==> src/rtl/dds_pkg.sv <==
// Shared definitions for the DDS serial loader: FSM states, serial word layout
// and a helper that sizes the phase timer.
package dds_pkg;

    localparam int WORD_W = 40;
    localparam int CNT_W  = 6;

    localparam logic [CNT_W-1:0] LAST_BIT = CNT_W'(WORD_W - 1);

    typedef enum logic [2:0] {
        IDLE,
        RST_HI,
        SER_WCLK,
        SER_FQUD,
        LOAD_LO,
        LOAD_HI,
        UPD_HI,
        UPD_LO
    } dds_state_e;

    // Bits needed to hold (max(a, b) - 1), never less than one.
    function automatic int timerWidth(input int a, input int b);
        int m;
        m = (a > b) ? a : b;
        return (m <= 2) ? 1 : $clog2(m);
    endfunction

endpackage

==> src/rtl/dds_half_period_timer.sv <==
// Loadable down-counter that times every phase of the loader. Loading N-1 on
// the edge that enters a phase makes the terminal count land on the phase's
// last cycle, so the phase lasts exactly N cycles.
module dds_half_period_timer #(
    parameter int W = 4
) (
    input  logic         clk_sys,
    input  logic         rst_n,
    input  logic         load_i,
    input  logic [W-1:0] loadValue_i,
    output logic         tc_o
);

    logic [W-1:0] count_q;
    logic [W-1:0] count_d;

    // Next count: reload on request, otherwise count down and park at zero.
    always_comb begin
        count_d = count_q;
        if (load_i) begin
            count_d = loadValue_i;
        end else if (count_q != '0) begin
            count_d = count_q - 1'b1;
        end
    end

    // Counter register.
    always_ff @(posedge clk_sys or negedge rst_n) begin
        if (!rst_n) begin
            count_q <= '0;
        end else begin
            count_q <= count_d;
        end
    end

    assign tc_o = (count_q == '0);

endmodule

==> src/rtl/dds_serial_loader.sv <==
// Drives the serial-mode pins of an AD985x-style DDS: a reset sequence that
// also switches the part into serial mode, and a 40-bit LSB-first word load
// followed by an FQ_UD strobe. All pin outputs come straight from flops.
module dds_serial_loader
    import dds_pkg::*;
#(
    parameter int DIV        = 4,
    parameter int RST_CYCLES = 8
) (
    input  logic        clk_sys,
    input  logic        rst_n,
    input  logic        dds_rst,
    input  logic        dds_conf,
    input  logic [31:0] freq_word,
    input  logic [7:0]  phase_ctrl,
    output logic        dds_reset,
    output logic        dds_wclk,
    output logic        dds_fqud,
    output logic        dds_data,
    output logic        busy,
    output logic        done
);

    localparam int TW = timerWidth(DIV, RST_CYCLES);

    localparam logic [TW-1:0] DIV_LOAD = TW'(DIV - 1);
    localparam logic [TW-1:0] RST_LOAD = TW'(RST_CYCLES - 1);

    dds_state_e        state_q;
    logic              half_q;
    logic [CNT_W-1:0]  bitCnt_q;
    logic [WORD_W-1:0] shadow_q;
    logic              pending_q;

    logic              rstPrev_q;
    logic              confPrev_q;
    logic              armed_q;

    logic              reset_q;
    logic              wclk_q;
    logic              fqud_q;
    logic              data_q;
    logic              busy_q;
    logic              done_q;

    logic              rstEdge;
    logic              confEdge;
    logic              timerLoad;
    logic [TW-1:0]     timerValue;
    logic              timerTc;

    // Previous-value flops for edge detection; armed_q masks the first cycle
    // after reset so an input already held high is not taken as an edge.
    always_ff @(posedge clk_sys or negedge rst_n) begin
        if (!rst_n) begin
            rstPrev_q  <= 1'b0;
            confPrev_q <= 1'b0;
            armed_q    <= 1'b0;
        end else begin
            rstPrev_q  <= dds_rst;
            confPrev_q <= dds_conf;
            armed_q    <= 1'b1;
        end
    end

    assign rstEdge  = armed_q & dds_rst  & ~rstPrev_q;
    assign confEdge = armed_q & dds_conf & ~confPrev_q;

    // Reload the phase timer whenever the FSM moves to a new phase.
    always_comb begin
        timerLoad  = 1'b0;
        timerValue = DIV_LOAD;
        if (rstEdge) begin
            timerLoad  = 1'b1;
            timerValue = RST_LOAD;
        end else if (state_q == IDLE) begin
            timerLoad = pending_q | confEdge;
        end else begin
            timerLoad = timerTc;
        end
    end

    dds_half_period_timer #(
        .W (TW)
    ) u_timer (
        .clk_sys     (clk_sys),
        .rst_n       (rst_n),
        .load_i      (timerLoad),
        .loadValue_i (timerValue),
        .tc_o        (timerTc)
    );

    // Sequencer: states, shadow word, pending request and registered pins.
    always_ff @(posedge clk_sys or negedge rst_n) begin
        if (!rst_n) begin
            state_q   <= IDLE;
            half_q    <= 1'b0;
            bitCnt_q  <= '0;
            shadow_q  <= '0;
            pending_q <= 1'b0;
            reset_q   <= 1'b0;
            wclk_q    <= 1'b0;
            fqud_q    <= 1'b0;
            data_q    <= 1'b0;
            busy_q    <= 1'b0;
            done_q    <= 1'b0;
        end else begin
            done_q <= 1'b0;
            if (confEdge && (state_q != IDLE || rstEdge)) begin
                pending_q <= 1'b1;
            end
            if (rstEdge) begin
                state_q  <= RST_HI;
                half_q   <= 1'b0;
                bitCnt_q <= '0;
                reset_q  <= 1'b1;
                wclk_q   <= 1'b0;
                fqud_q   <= 1'b0;
                data_q   <= 1'b0;
                busy_q   <= 1'b1;
            end else begin
                case (state_q)
                    IDLE: begin
                        if (pending_q || confEdge) begin
                            state_q   <= LOAD_LO;
                            pending_q <= 1'b0;
                            bitCnt_q  <= '0;
                            shadow_q  <= {phase_ctrl, freq_word};
                            data_q    <= freq_word[0];
                            wclk_q    <= 1'b0;
                            busy_q    <= 1'b1;
                        end
                    end
                    RST_HI: begin
                        if (timerTc) begin
                            state_q <= SER_WCLK;
                            half_q  <= 1'b0;
                            reset_q <= 1'b0;
                            wclk_q  <= 1'b1;
                        end
                    end
                    SER_WCLK: begin
                        if (timerTc) begin
                            if (!half_q) begin
                                half_q <= 1'b1;
                                wclk_q <= 1'b0;
                            end else begin
                                state_q <= SER_FQUD;
                                half_q  <= 1'b0;
                                fqud_q  <= 1'b1;
                            end
                        end
                    end
                    SER_FQUD: begin
                        if (timerTc) begin
                            if (!half_q) begin
                                half_q <= 1'b1;
                                fqud_q <= 1'b0;
                            end else begin
                                state_q <= IDLE;
                                half_q  <= 1'b0;
                                busy_q  <= 1'b0;
                                done_q  <= 1'b1;
                            end
                        end
                    end
                    LOAD_LO: begin
                        if (timerTc) begin
                            state_q <= LOAD_HI;
                            wclk_q  <= 1'b1;
                        end
                    end
                    LOAD_HI: begin
                        if (timerTc) begin
                            wclk_q   <= 1'b0;
                            shadow_q <= shadow_q >> 1;
                            if (bitCnt_q == LAST_BIT) begin
                                state_q  <= UPD_HI;
                                bitCnt_q <= '0;
                                data_q   <= 1'b0;
                                fqud_q   <= 1'b1;
                            end else begin
                                state_q  <= LOAD_LO;
                                bitCnt_q <= bitCnt_q + 1'b1;
                                data_q   <= shadow_q[1];
                            end
                        end
                    end
                    UPD_HI: begin
                        if (timerTc) begin
                            state_q <= UPD_LO;
                            fqud_q  <= 1'b0;
                        end
                    end
                    UPD_LO: begin
                        if (timerTc) begin
                            state_q <= IDLE;
                            busy_q  <= 1'b0;
                            done_q  <= 1'b1;
                        end
                    end
                    default: begin
                        state_q <= IDLE;
                        busy_q  <= 1'b0;
                    end
                endcase
            end
        end
    end

    assign dds_reset = reset_q;
    assign dds_wclk  = wclk_q;
    assign dds_fqud  = fqud_q;
    assign dds_data  = data_q;
    assign busy      = busy_q;
    assign done      = done_q;

endmodule

==> config.mk <==
export PLATFORM = sky130hd
export DESIGN_NAME = dds_serial_loader
export DESIGN_NICKNAME = d
export VERILOG_FILES = /design/src/rtl/dds_pkg.sv /design/src/rtl/dds_half_period_timer.sv /design/src/rtl/dds_serial_loader.sv
export SDC_FILE = /design/constraint.sdc
export NUM_CORES = 1
export LEC_CHECK = 0
export CORE_MARGIN = 2
export CORE_UTILIZATION = 49
export CTS_CLUSTER_SIZE = 20
export DETAILED_ROUTE_END_ITERATION = 6
export GPL_ROUTABILITY_DRIVEN = 0
export GPL_TIMING_DRIVEN = 0
export MAX_ROUTING_LAYER = met4
export PLACE_DENSITY = 0.79
export RECOVER_POWER = 50
export SLEW_MARGIN = 10
export SYNTH_ARGS = -nofsm -noshare
export SYNTH_HDL_FRONTEND = slang
export SYNTH_SLANG_ARGS = --single-unit
==> constraint.sdc <==
create_clock -name clk_sys -period 1.9 [get_ports clk_sys]
set_input_delay 0.57 -clock clk_sys [delete_from_list [all_inputs] [get_ports clk_sys]]
set_output_delay 0.57 -clock clk_sys [all_outputs]
set_load 0.05 [all_outputs]
==> out/summary.txt <==
outcome: finished, violations left
failing checks: max-capacitance violations, max-slew violations, negative setup slack
area leader, netlist: dfrtp_1
VDD IR max: 0.0008456 V
CTS max path bufs: 2
Slew @ Worst Pin: 1.508 ns
Critical Path Start: dds_rst
first-pass GRT wire length: 12,510 um
worst r2r src: u_timer.count_q[0]
Final min period: 1.915 ns
Die Area: 7317 um^2
DR pass1 iterations: 5
skew final: 0.01143 ns
worst min path class: flop to flop
Mapped Cells: 327
Yosys warnings: 0
crit end category: flop
Main synth FF type: dfrtp_1
max cap viols: 1
worst slack at placement: -0.6131 ns
num rows: 29
DP Area: 3842 um^2
synth top area cells: dfrtp_1 (48%), mux2i_1 (12%), a21oi_1 (7.7%), a31oi_1 (7.7%), o21ai_0 (2.2%)
Netlist cell types: 51
synthesized cell area: 3258 um^2
Cell Pwr Density: 1636 nW/um^2
Vert. Die Dim: 85.54 um
setup TNS: -0.01792 ns
unrepaired setup endpoints after global routing: yes
fmax: 522.1 MHz
IO Port Bufs: 49
drt first-iter violations: 221
DR vias: 2,918
asr flop ratio synth: 100.0%
Worst Setup Start Kind: primary input
Core ar.: 6386 um^2
CTS tree: built
worst hold stages: 2
post-synth top area share: 47.62%
share of cells above drive strength 1: 17.53%
count of final hold-check violations: 0
Initial Utilization: 51.02%
initial antenna violation count: 0
H-tree levels: 3
# setup viols final: 2
number of global-route vias before repair: 2,677
Routed wire per std cell: 17.26 um
# DRC: 0
Post-CTS Hold Buffers: 0
aggregate global-route resource usage: 22.24%
crit path DAT: 2.14 ns
final worst-path cycle share: 100.8%
nets@finish: 448
syn avg cell area: 9.964 um^2
Area Overhead vs Synth: 32.99%
Setup CP Type: primary input to flop
#FFs+latches synth: 62
final count of pins violating max slew: 62
Lkg Pwr: 1.855 nW
Slew headroom: -0.5167%
Syn Nets: 374
Clock Latency Late Sink: 0.34 ns
fin area: 4333 um^2
Final ANT Viol Nets: 0
die width: 85.54 um
pin count of the biggest net entering global routing: 63
Congestion Overflow GR: 0
sequential share of the synthesized area: 47.62%
CP Max Fanout: 10
Post-synth EDFFs: 0
Num Clock Sinks: 62
vias per cell: 6.054
hold wc startpoint: dds_reset
cells on worst reg2reg path: 9
detailed-route wire length: 8320 um
Req. time, crit path: 2.12 ns
I/O Pins: 50
Root Driver: clkbuf_8
Num CTS Buffers: 9
# diodes: 0
Reg clk slew, reported paths: 0.07 ns
final setup margin: -0.01541 ns
post-DP HPWL: 5024 um
==> cell type report <==
class                           count  area, um^2
Buffer                             28       182.7
Sequential cell                    62        1551
Inverter                            9       35.03
Clock buffer                       12       155.1
Multi-Input combinational cell    226        1623
Tap cell                           77       96.34
Clock inverter                      3       20.02
Fill cell                         490        2053
Timing Repair Buffer               65       669.4
==> state kept, by name (all words and copies together) (netlist names), 3 cells and up <==
| signal | count |
|---|---|
| shadow_q | 39 |
| state_q | 3 |
| u_timer.count_q | 3 |
| bitCnt_q | 6 |
==> layer usage <==
layer,track usage (%),up-vias,wire (um)
met4,8.802,0,157
met2,33.17,101,4039
met5,-,-,0
met1,30.47,1431,3710
met3,3.946,15,411
li1,-,1371,-
==> layout by cell type, fill, tap and decap left out, types with 4 or more instances in the layout <==
cell and instances:
buf_6 5, buf_4 13, o21ai_0 12, buf_2 6, inv_1 6, clkbuf_8 11
dfrtp_1 62, a31oi_1 35, clkdlybuf4s50_1 41, nand3b_1 5, mux2i_1 38, clkbuf_1 11
dlygate4sd2_1 7, a21oi_1 47, a31oi_2 4, nor2_1 9, and3_1 4, nand2_1 14
==> report_power, final <==
group	internal, mW	total (mW)	leakage [nW]	switching, mW
clock network	0.535	1.04	0.0845	0.505
registers	1.88	2.26	0.710	0.378
logic	1.73	3.79	1.06	2.06
total	4.14	7.09	1.85	2.95
==> timing repair <==
item	CTS	global route
buffers inserted	11	1
setup endpoints to repair	50	48
pin swaps	5	16
gates cloned	1	3
gates resized for setup	30	19
==> path summary, 6_finish.rpt <==
check                                    end  slack, ns
worst min-delay path               dds_reset       0.49
min in group asynchronous           dds_wclk       0.58
worst max-delay path            shadow_q[20]      -0.02
worst min register to register     dds_reset       0.49
worst max register to register   shadow_q[1]          0
max in group asynchronous       shadow_q[14]       0.39
==> cell usage after synthesis, drive strengths merged (3+ instances only) <==
master	count
inv	8
a21oi	50
and3	4
nor2	9
o21ai	14
a211oi	3
nand3	4
nand4	3
clkbuf	14
o31ai	3
dfrtp	62
nand2	14
a31oi	40
ha	3
buf	16
nor2b	4
mux2i	38
nand3b	5
==> critical path, stage by stage <==
cell and delay (ns):
clkdlybuf4s50_1 0.51, nand3b_1 0.31, clkbuf_1 0.36, a31oi_1 0.32
a21oi_1 0.07
==> per-stage QoR <==
step | cells | hold slack (ns) | util [%] | power, mW
after CTS | 480 | 0.3288 | 65.56 | 6.732
after detailed placement | 453 | 0.4901 | 60.17 | 5.425
after floorplan | 327 | 0.2744 | - | 4.650
final | 482 | 0.4930 | 67.85 | 7.091
after global placement | 453 | 0.4867 | 60.21 | 5.321
after global routing | 482 | 0.5197 | 67.85 | 7.531
==> cell families (layout without fill, tap and decap cells) <==
logic type	after synthesis	in the layout	synth area share [%]
muxes	39	39	12.02
AOI/OAI and AO/OA	124	124	23.20
adders and majority gates	3	3	1.152
DFF	62	62	47.62
other	1	1	0.1151
and+or+nand+nor	59	59	10.33
buffers and inverters	39	117	5.568
Note: power is estimated with default switching activity, not from simulation.
